$ cat src/rtl/leaf_user_in_buffer_pkg.sv
// Shared constants and helpers for the leaf user-side input buffer.
package leaf_user_in_buffer_pkg;

   // Default payload word width, matching the leaf interface.
   localparam int PAYLOAD_BITS_DEFAULT = 32;

   // Number of buffer entries for a given pointer width.
   function automatic int depth_of(input int depth_bits);
      return 1 << depth_bits;
   endfunction

endpackage

$ cat src/rtl/leaf_user_in_buffer_if.sv
// Handshake bundle between leaf_interface, the input buffer and the user operator.
// Upstream side is vld/ack from the interface; downstream side is valid/ready to the operator.
interface leaf_user_in_buffer_if
   import leaf_user_in_buffer_pkg::*;
#(
   parameter int PAYLOAD_BITS = PAYLOAD_BITS_DEFAULT
);

   logic [PAYLOAD_BITS-1:0] din_leaf_interface2user;
   logic                    vld_interface2user;
   logic                    ack_user2interface;
   logic [PAYLOAD_BITS-1:0] dout_buf2user;
   logic                    vld_buf2user;
   logic                    rdy_user2buf;

   // Environment view: drives the incoming words and the operator ready.
   modport master (
      output din_leaf_interface2user,
      output vld_interface2user,
      output rdy_user2buf,
      input  ack_user2interface,
      input  dout_buf2user,
      input  vld_buf2user
   );

   // Buffer view.
   modport slave (
      input  din_leaf_interface2user,
      input  vld_interface2user,
      input  rdy_user2buf,
      output ack_user2interface,
      output dout_buf2user,
      output vld_buf2user
   );

endinterface

$ cat src/rtl/leaf_user_in_buffer_mem.sv
// Simple dual-port distributed RAM: synchronous write, asynchronous read.
module leaf_user_in_buffer_mem
   import leaf_user_in_buffer_pkg::*;
#(
   parameter int PAYLOAD_BITS = PAYLOAD_BITS_DEFAULT,
   parameter int DEPTH_BITS   = 4
) (
   input  logic                    clk,
   input  logic                    wr_en,
   input  logic [DEPTH_BITS-1:0]   wr_addr,
   input  logic [PAYLOAD_BITS-1:0] wr_data,
   input  logic [DEPTH_BITS-1:0]   rd_addr,
   output logic [PAYLOAD_BITS-1:0] rd_data
);

   localparam int DEPTH = depth_of(DEPTH_BITS);

   logic [PAYLOAD_BITS-1:0] mem [DEPTH];

   // Storage is not reset; contents are only observed behind a valid fill count.
   always_ff @(posedge clk) begin
      if (wr_en) begin
         mem[wr_addr] <= wr_data;
      end
   end

   assign rd_data = mem[rd_addr];

endmodule

$ cat src/rtl/leaf_user_in_buffer.sv
// Elastic receive buffer between a leaf_interface user-side output and the user operator.
// Pointers wrap silently; full/empty is decided by fill_count alone.
module leaf_user_in_buffer
   import leaf_user_in_buffer_pkg::*;
#(
   parameter int PAYLOAD_BITS       = PAYLOAD_BITS_DEFAULT,
   parameter int DEPTH_BITS         = 4,
   parameter int ALMOST_FULL_MARGIN = 2
) (
   input  logic                  clk,
   input  logic                  reset,
   leaf_user_in_buffer_if.slave  bus,
   output logic [DEPTH_BITS:0]   fill_count,
   output logic                  almost_full,
   output logic [31:0]           word_count
);

   localparam int                  DEPTH      = depth_of(DEPTH_BITS);
   localparam logic [DEPTH_BITS:0] DEPTH_CNT  = (DEPTH_BITS + 1)'(DEPTH);
   localparam logic [DEPTH_BITS:0] MARGIN_CNT = (DEPTH_BITS + 1)'(ALMOST_FULL_MARGIN);

   logic [DEPTH_BITS-1:0] wr_ptr;
   logic [DEPTH_BITS-1:0] rd_ptr;
   logic                  push;
   logic                  pop;

   // No bypass when full: a pop in the same cycle does not reopen ack.
   assign bus.ack_user2interface = !reset && (fill_count != DEPTH_CNT);
   assign bus.vld_buf2user       = (fill_count != '0);
   assign almost_full            = ((DEPTH_CNT - fill_count) <= MARGIN_CNT);

   assign push = bus.vld_interface2user && bus.ack_user2interface;
   assign pop  = bus.vld_buf2user && bus.rdy_user2buf;

   // Pointer, occupancy and accepted-word bookkeeping.
   always_ff @(posedge clk) begin
      if (reset) begin
         wr_ptr     <= '0;
         rd_ptr     <= '0;
         fill_count <= '0;
         word_count <= '0;
      end else begin
         if (push) begin
            wr_ptr     <= wr_ptr + 1'b1;
            word_count <= word_count + 32'd1;
         end
         if (pop) begin
            rd_ptr <= rd_ptr + 1'b1;
         end
         if (push && !pop) begin
            fill_count <= fill_count + 1'b1;
         end else if (pop && !push) begin
            fill_count <= fill_count - 1'b1;
         end
      end
   end

   leaf_user_in_buffer_mem #(
      .PAYLOAD_BITS (PAYLOAD_BITS),
      .DEPTH_BITS   (DEPTH_BITS)
   ) u_mem (
      .clk     (clk),
      .wr_en   (push),
      .wr_addr (wr_ptr),
      .wr_data (bus.din_leaf_interface2user),
      .rd_addr (rd_ptr),
      .rd_data (bus.dout_buf2user)
   );

endmodule

$ cat src/flat_wrapper.sv
// flat-port wrapper written by rule: the top's interface ports become plain ports
module leaf_user_in_buffer_flat import leaf_user_in_buffer_pkg::*;
#(
   parameter int PAYLOAD_BITS       = PAYLOAD_BITS_DEFAULT,
   parameter int DEPTH_BITS         = 4,
   parameter int ALMOST_FULL_MARGIN = 2
)
  (clk, reset, fill_count, almost_full, word_count, bus_din_leaf_interface2user, bus_vld_interface2user, bus_rdy_user2buf, bus_ack_user2interface, bus_dout_buf2user, bus_vld_buf2user);
  leaf_user_in_buffer_if #(.PAYLOAD_BITS(PAYLOAD_BITS)) bus_i ();
  input  logic clk;
  input  logic reset;
  output logic [DEPTH_BITS:0] fill_count;
  output logic almost_full;
  output logic [31:0] word_count;
  input wire logic [$bits(bus_i.din_leaf_interface2user)-1:0] bus_din_leaf_interface2user;
  input wire logic [$bits(bus_i.vld_interface2user)-1:0] bus_vld_interface2user;
  input wire logic [$bits(bus_i.rdy_user2buf)-1:0] bus_rdy_user2buf;
  output wire logic [$bits(bus_i.ack_user2interface)-1:0] bus_ack_user2interface;
  output wire logic [$bits(bus_i.dout_buf2user)-1:0] bus_dout_buf2user;
  output wire logic [$bits(bus_i.vld_buf2user)-1:0] bus_vld_buf2user;
  assign bus_i.din_leaf_interface2user = bus_din_leaf_interface2user;
  assign bus_i.vld_interface2user = bus_vld_interface2user;
  assign bus_i.rdy_user2buf = bus_rdy_user2buf;
  assign bus_ack_user2interface = bus_i.ack_user2interface;
  assign bus_dout_buf2user = bus_i.dout_buf2user;
  assign bus_vld_buf2user = bus_i.vld_buf2user;
  leaf_user_in_buffer #(.PAYLOAD_BITS(PAYLOAD_BITS), .DEPTH_BITS(DEPTH_BITS), .ALMOST_FULL_MARGIN(ALMOST_FULL_MARGIN)) u_core (.clk(clk), .reset(reset), .bus(bus_i), .fill_count(fill_count), .almost_full(almost_full), .word_count(word_count));
endmodule
$ cat config.mk
export PLATFORM = sky130hd
export DESIGN_NAME = leaf_user_in_buffer_flat
export DESIGN_NICKNAME = d
export VERILOG_FILES = /design/src/rtl/leaf_user_in_buffer_pkg.sv /design/src/rtl/leaf_user_in_buffer_if.sv /design/src/rtl/leaf_user_in_buffer_mem.sv /design/src/rtl/leaf_user_in_buffer.sv /design/src/flat_wrapper.sv
export SDC_FILE = /design/constraint.sdc
export NUM_CORES = 1
export LEC_CHECK = 0
export BUFFER_PORTS_ARGS = -buffer_cell sky130_fd_sc_hd__buf_2
export CAP_MARGIN = 20
export CORE_ASPECT_RATIO = 1.2
export CORE_MARGIN = 2
export CORE_UTILIZATION = 65
export CTS_CLUSTER_DIAMETER = 120
export DETAILED_ROUTE_END_ITERATION = 16
export PLACE_DENSITY = 0.82
export SYNTH_ARGS = -nofsm -noshare
export SYNTH_HDL_FRONTEND = slang
export SYNTH_SLANG_ARGS = --single-unit
$ cat constraint.sdc
create_clock -name clk -period 13.2 [get_ports clk]
set_input_delay 0.66 -clock clk [delete_from_list [all_inputs] [get_ports clk]]
set_output_delay 0.66 -clock clk [all_outputs]
set_load 0.02 [all_outputs]
==> flow_summary_export.csv, run 1 <==
group,metric,value,unit
floorplanning,ioPinCount,108,
timing,finalSetupViolations,0,
synthesis,yosys-top-cells-count,"edfxtp_1, mux4_2, nor2_1",
clock_tree,cts-resized-gates,0,
synthesis,synth-main-ff-cell,"edfxtp_1",
clock_tree,insertion_delay,0.57,ns
clock_tree,cts_setup_buffers,0,
detailed_routing,firstDrtPassIters,5,
clock_tree,cts_num_sinks,561,
synthesis,ys_ff_latch,561,
clock_tree,cts_tree,"yes",
timing,max_freq,226,MHz
global_routing,grt-ovfl-total,0,
layout,nets,1183,
synthesis,syn_area,0.0216,mm2
synthesis,synthesis.nets,1052,
pwr,power.leakage,7.72,nW
floorplanning,die_area,0.0347,mm2
floorplanning,die_y,204,um
pwr,power_density,174,mW/mm2
hold_path,min_path_type,"input pin to register",
layout,fillers,1774,
place,place_congestion,0.769,
floorplanning,row_count,73,
global_routing,grt_first_pass_wirelength,70300,um
timing,relSlewSlack,27.8,%
clock_tree,htreeDepth,2,
synthesis,synth.distinct_cells,39,
detailed_routing,wire_per_inst,29.5,um
layout,register_area,0.0164,mm2
detailed_routing,vias,10600,
pwr,pwr-share-comb,19.2,%
pwr,switching_share,25.5,%
pwr,switchingPower,0.00108,W
place,io_buffers,107,
synthesis,synth_edf_count,512,
detailed_routing,drt_wl_total,47700,um
timing,fin_crit_sh,33.5,%
floorplanning,die_x,170,um
layout,area_growth,12.3,%
clock_tree,clockBufferDepth,3,
timing,slew_viol_final,0,
synthesis,synth_top_area_share,71.1,%
clock_tree,cts_buffers,51,
detailed_routing,ant_nets,0,
worst_setup_path,critPathRequiredTime,12.54,ns
synthesis,ys_seq_area_share,75.7,%
global_routing,grt_max_degree,77,
timing,rsz0062_at_grt,"false",
pwr,clock_power_share,32.3,%
timing,period_minus_slack,4.42,ns
synthesis,yosysMostFrequentCell,"edfxtp_1",
synthesis,yosys_warnings,0,
pwr,p_int,0.00315,W
global_routing,grt_pass1_vias,10900,
job,maxCapViolations,0,
global_routing,antenna_found_initial,3,
clock_tree,hold_buffers,0,
clock_tree,cts-root-buf,"clkbuf_16",
worst_setup_path,critPathArrivalTime,3.76,ns
detailed_routing,drt_iter0_drc,1308,
pwr,finalPower,0.00423,W
synthesis,synth_area_leaders,"edfxtp_1, mux4_2, dfxtp_1",
timing,tns,0,ns
clock_tree,clkTransAtPathRegs,0.07,ns
detailed_routing,via_per_inst,6.56,
synthesis,async_flop_share,0,%
timing,hold_viol,0,
worst_setup_path,critPathKind,"register to output pin",
timing,skew,0.0106,ns
worst_setup_path,startpoint_type,"register",
floorplanning,core,0.0330,mm2
timing,hold_slack,0.463,ns
detailed_routing,drc,0,
worst_setup_path,cp-end-kind,"output pin",
global_routing,grt_use_total,28.7,%
pwr,peakVddDrop,0.119,mV
pwr,seqPwrFrac,48.5,%
timing,tightest_slew,1.08,ns
floorplanning,start_util,65.5,%
synthesis,syn_inst,1000,
worst_setup_path,crit_fanout,46,
layout,multi_input_area,0.00509,mm2
synthesis,synth_area_leader_cell,"edfxtp_1",
synthesis,avgSynthCellArea,21.6,um2
layout,drive_gt1_share,32.4,%
run_status,status,"completed",
place,hpwl,22300,um
[cell families after synthesis]
group,share of synthesized area (%)
flops,75.7
mux,16.9
simple gates,3.30
buf+inv,1.26
xor+xnor,1.54
fa+ha+maj,0.961
compound gates,0.382
[final timing paths]
check | start | endpoint | slack (ns) | depth (start not counted)
setup / recovery | register | bus_dout_buf2user[9] | 8.78 | 4
setup reg to reg | u_core.fill_count[0] | u_core.u_mem.mem[7][5] | 9.76 | 9
hold reg to reg | u_core.word_count[31] | u_core.word_count[31] | 0.48 | 2
hold / removal | bus_din_leaf_interface2user[0] | u_core.u_mem.mem[6][0] | 0.46 | 1
[metrics by stage]
stage	util, %	instances	setup WS (ns)	instance area, um2
after detailed placement	69.0	1528	9.32	22800
after global routing	73.6	1615	8.52	24300
after CTS	73.6	1615	8.69	24300
after floorplan	-	1000	8.29	21600
after global placement	69.0	1527	9.33	22700
final	73.6	1616	8.78	24300
[final cells by class]
cell class              count  share of cell area, %
clock buffers              66                   5.49
flip-flops and latches    561                   67.4
inverters                  11                  0.170
clock inverters            21                  0.675
multi-input cells         378                   21.0
well taps                 450                   2.32
diodes                      1                 0.0103
repair buffers            128                   2.91
[cells in the final DEF (no fill, tap or decap), drive strengths merged, types with 2 or more instances in the layout]
master | netlist | layout
nand2b | 3 | 3
a21oi | 8 | 8
clkbuf | 28 | 66
clkinvlp | 0 | 4
dfxtp | 49 | 49
o31ai | 2 | 2
buf | 22 | 128
nand4 | 13 | 13
mux4 | 160 | 160
edfxtp | 512 | 512
nor4 | 3 | 3
ha | 15 | 15
and2 | 6 | 6
xor2 | 22 | 22
and4 | 4 | 4
nor2b | 2 | 2
xnor2 | 16 | 16
or3 | 2 | 2
o21ai | 4 | 4
nor3 | 10 | 10
bufinv | 0 | 2
clkinv | 0 | 14
nor2 | 62 | 62
mux2i | 3 | 3
inv | 11 | 12
nand3 | 12 | 12
nand2 | 17 | 17
and3 | 7 | 7
[power groups by stage]
stage          logic [W]  registers, W  clock network, W
2_1_floorplan   0.000671       0.00203                 0
3_3_place_gp    0.000785       0.00209                 0
3_5_place_dp    0.000798       0.00209                 0
4_1_cts         0.000822       0.00205           0.00138
5_1_grt         0.000869       0.00206           0.00144
6_report        0.000813       0.00205           0.00137
[worst max-delay path: stages, from the launching register on]
cell,delay [ns]
dfxtp_4,0.96
buf_4,0.84
mux4_2,0.66
mux4_2,0.49
buf_2,0.18
[flip-flops by register name, indices dropped and copies added, names as in the netlist, named ones only]
name               flops
u_core.word_count     32
u_core.fill_count      5
u_core.u_mem.mem     512
u_core.wr_ptr          4
u_core.rd_ptr          4
[metal layers]
layer	global-route usage, %	routed length (um)	vias up
met3	6.17	3800	126
met4	11.5	1820	4
met5	0	26	-
li1	-	-	4373
met2	46.1	24100	591
met1	39.3	18000	5514
Power figures use the tool's default switching activity.
==> run 2, diff against run 1 <==
--- a/config.mk
+++ b/config.mk
@@ -9,10 +9,10 @@
 export CAP_MARGIN = 20
 export CORE_ASPECT_RATIO = 1.2
 export CORE_MARGIN = 2
-export CORE_UTILIZATION = 65
+export CORE_UTILIZATION = 61
 export CTS_CLUSTER_DIAMETER = 120
 export DETAILED_ROUTE_END_ITERATION = 16
-export PLACE_DENSITY = 0.82
+export PLACE_DENSITY = 0.77
 export SYNTH_ARGS = -nofsm -noshare
 export SYNTH_HDL_FRONTEND = slang
 export SYNTH_SLANG_ARGS = --single-unit
==> constraint.sdc (replaced) <==
create_clock -name clk -period 4.6 [get_ports clk]
set_input_delay 0.23 -clock clk [delete_from_list [all_inputs] [get_ports clk]]
set_output_delay 0.23 -clock clk [all_outputs]
set_load 0.02 [all_outputs]
==> run 2 against run 1 <==
Against the previous run: register-to-register slack got worse by 8.7 ns; non-clock buffer count did not move; sequential share of layout area decreased by 0.75 points; clock skew increased by 0.0030 ns; first-iteration DRC count fell by 26%; setup slack got worse by 7.7 ns; utilization fell by 3.3 points; wire length is 3.2% lower; total power increased to 3.0 times the previous value; critical path depth is 9 higher; combinational power grew to 3.2 times the previous value; critical path type is now register to register.
==> flow_summary_export.csv, run 2 (synthesis results as in run 1) <==
group,metric,value,unit
hold_path,hold_path_end,"u_core.u_mem.mem[1][29]",
clock_tree,cts_buffers,50,
clock_tree,htreeDepth,2,
detailed_routing,vias,10500,
global_routing,antenna_found_initial,1,
pwr,finalPower,0.0126,W
worst_setup_path,reg2reg_from,"u_core.fill_count[0]",
detailed_routing,drt_iter0_drc,968,
layout,max_flop_register,"u_core.u_mem.mem",
floorplanning,start_util,61.9,%
worst_setup_path,worst_path_max_delay_cell,"and2_1",
floorplanning,die_area,0.0370,mm2
timing,relSlewSlack,28.2,%
worst_setup_path,crit_top_cell,"ha_1",
hold_path,min_path_type,"input pin to register",
timing,hold_viol,0,
worst_setup_path,crit_fanout,13,
worst_setup_path,cp-end-kind,"register",
worst_setup_path,regToRegSetupSlack,1.09,ns
worst_setup_path,critPathKind,"register to register",
place,hpwl,26500,um
floorplanning,row_count,75,
clock_tree,clockBufferDepth,3,
floorplanning,ioPinCount,108,
pwr,power.leakage,7.83,nW
worst_setup_path,regToRegEndpoint,"u_core.fill_count[4]",
layout,largest_register_ffs,512,
clock_tree,hold_buffers,0,
global_routing,grt_pass1_vias,10600,
detailed_routing,via_per_inst,6.43,
timing,rsz0062_at_grt,"false",
hold_path,holdCritStartpoint,"bus_din_leaf_interface2user[29]",
layout,top_regs,"u_core.u_mem.mem: 512 flops, u_core.word_count: 32 flops, u_core.fill_count: 5 flops",
timing,finalSetupViolations,0,
global_routing,grt-ovfl-total,0,
timing,slew_viol_final,0,
run_status,status,"completed",
place,place_congestion,0.832,
global_routing,grt_use_total,25.9,%
floorplanning,die_x,176,um
detailed_routing,wire_per_inst,28.2,um
timing,period_minus_slack,3.51,ns
clock_tree,insertion_delay,0.57,ns
pwr,power_density,515,mW/mm2
clock_tree,cts_tree,"yes",
worst_setup_path,critPathRequiredTime,5.05,ns
detailed_routing,firstDrtPassIters,5,
job,maxCapViolations,0,
place,dp_slack,1.10,ns
worst_setup_path,path_delay_family,"adder cells",
detailed_routing,drc,0,
layout,final_common_cell,"edfxtp_1",
layout,nets,1182,
layout,final_core_util,70.3,%
layout,multi_input_area,0.00511,mm2
timing,tightest_slew,1.08,ns
worst_setup_path,startpoint_type,"register",
hold_path,holdPathStages,1,
global_routing,grt_max_degree,129,
worst_setup_path,critPathArrivalTime,3.97,ns
layout,mostFrequentLayoutCells,"edfxtp_1, mux4_2, buf_2",
worst_setup_path,reg2regPathDepth,13,
layout,drive_gt1_share,33.4,%
place,io_buffers,107,
worst_setup_path,critPathBufInv,2,
layout,register_area,0.0164,mm2
timing,tns,0,ns
global_routing,grt_first_pass_wirelength,68900,um
layout,fillers,2105,
worst_setup_path,cpPeakStageDelay,0.44,ns
layout,area_growth,13.6,%
clock_tree,cts-root-buf,"clkbuf_16",
timing,setup_slack,1.09,ns
pwr,peakVddDrop,0.478,mV
timing,skew,0.0136,ns
detailed_routing,ant_nets,0,
layout,antenna_cells,0,
clock_tree,cts_setup_buffers,0,
clock_tree,cts_num_sinks,561,
timing,fin_crit_sh,76.4,%
clock_tree,clkTransAtPathRegs,0.06,ns
detailed_routing,drt_wl_total,46100,um
floorplanning,core,0.0349,mm2
timing,max_freq,285,MHz
clock_tree,cts-resized-gates,0,
floorplanning,die_y,210,um
worst_setup_path,crit_chain,"inv_1 > ha_1 > nor3b_1 > ha_1 > nor2_1 > and2_1 > ha_1 > inv_1 > ha_1 > a21o_1 > a21oi_1 > mux2i_1 > mux2_2",
## run 2: cell count changes in the layout (fill, tap and decap cells not counted), sizes merged
cell and delta:
bufinv +2, clkinv +5, clkinvlp -2, diode -1, clkbuf +1
## run 2: worst max path at each step
stage | startpoint | to | slack, ns | depth (start not counted)
global route | u_core.fill_count[0] | u_core.fill_count[4] | 0.80 | 13
floorplan | u_core.fill_count[0] | u_core.u_mem.mem[3][0] | 0.03 | 8
finish | u_core.fill_count[0] | u_core.fill_count[4] | 1.09 | 13
global placement | u_core.fill_count[0] | u_core.fill_count[4] | 1.21 | 13
CTS | u_core.fill_count[0] | u_core.u_mem.mem[4][31] | 1.03 | 8
detailed placement | u_core.fill_count[0] | u_core.fill_count[4] | 1.10 | 13
## run 2: per-stage QoR
step	instance area (um2)	hold WS (ns)	instances
final	24500	0.0643	1633
after global routing	24500	0.0583	1633
after CTS	24500	0.0401	1629
after detailed placement	22800	0.483	1536
after global placement	22800	0.463	1536
after floorplan	21600	0.329	1000
## run 2: power by group
group / total, W / switching (W) / internal (W)
logic: 0.00264 / 0.00134 / 0.00130
clock network: 0.00417 / 0.00176 / 0.00241
registers: 0.00582 / 0.000168 / 0.00566
total: 0.0126 / 0.00327 / 0.00936
## run 2: worst register-to-register path, delay by kind of cell, from the launching register on
kind	cells	cell delay, ns
flops	1	0.42
simple gates	3	0.72
fa+ha+maj	4	1.08
compound gates	2	0.36
mux	2	0.56
buf+inv	2	0.26
## run 2: final cells by class
class | count | share of cell area [%]
clock buffer | 67 | 5.82
clock inverter | 26 | 0.959
inverter | 11 | 0.168
multi-input combinational | 378 | 20.8
sequential | 561 | 66.7
tap | 462 | 2.36
timing repair buffer | 128 | 3.18
## run 2: layer usage
metal  vias to the layer above  global-route usage (%)  part of all wire, %
met3                        78                    6.64                  9.2
met4                         2                    7.61                  2.6
met1                      5482                    37.7                   40
met2                       570                    39.7                   48
met5                         -                       0                0.028
li1                       4362                       -                    -
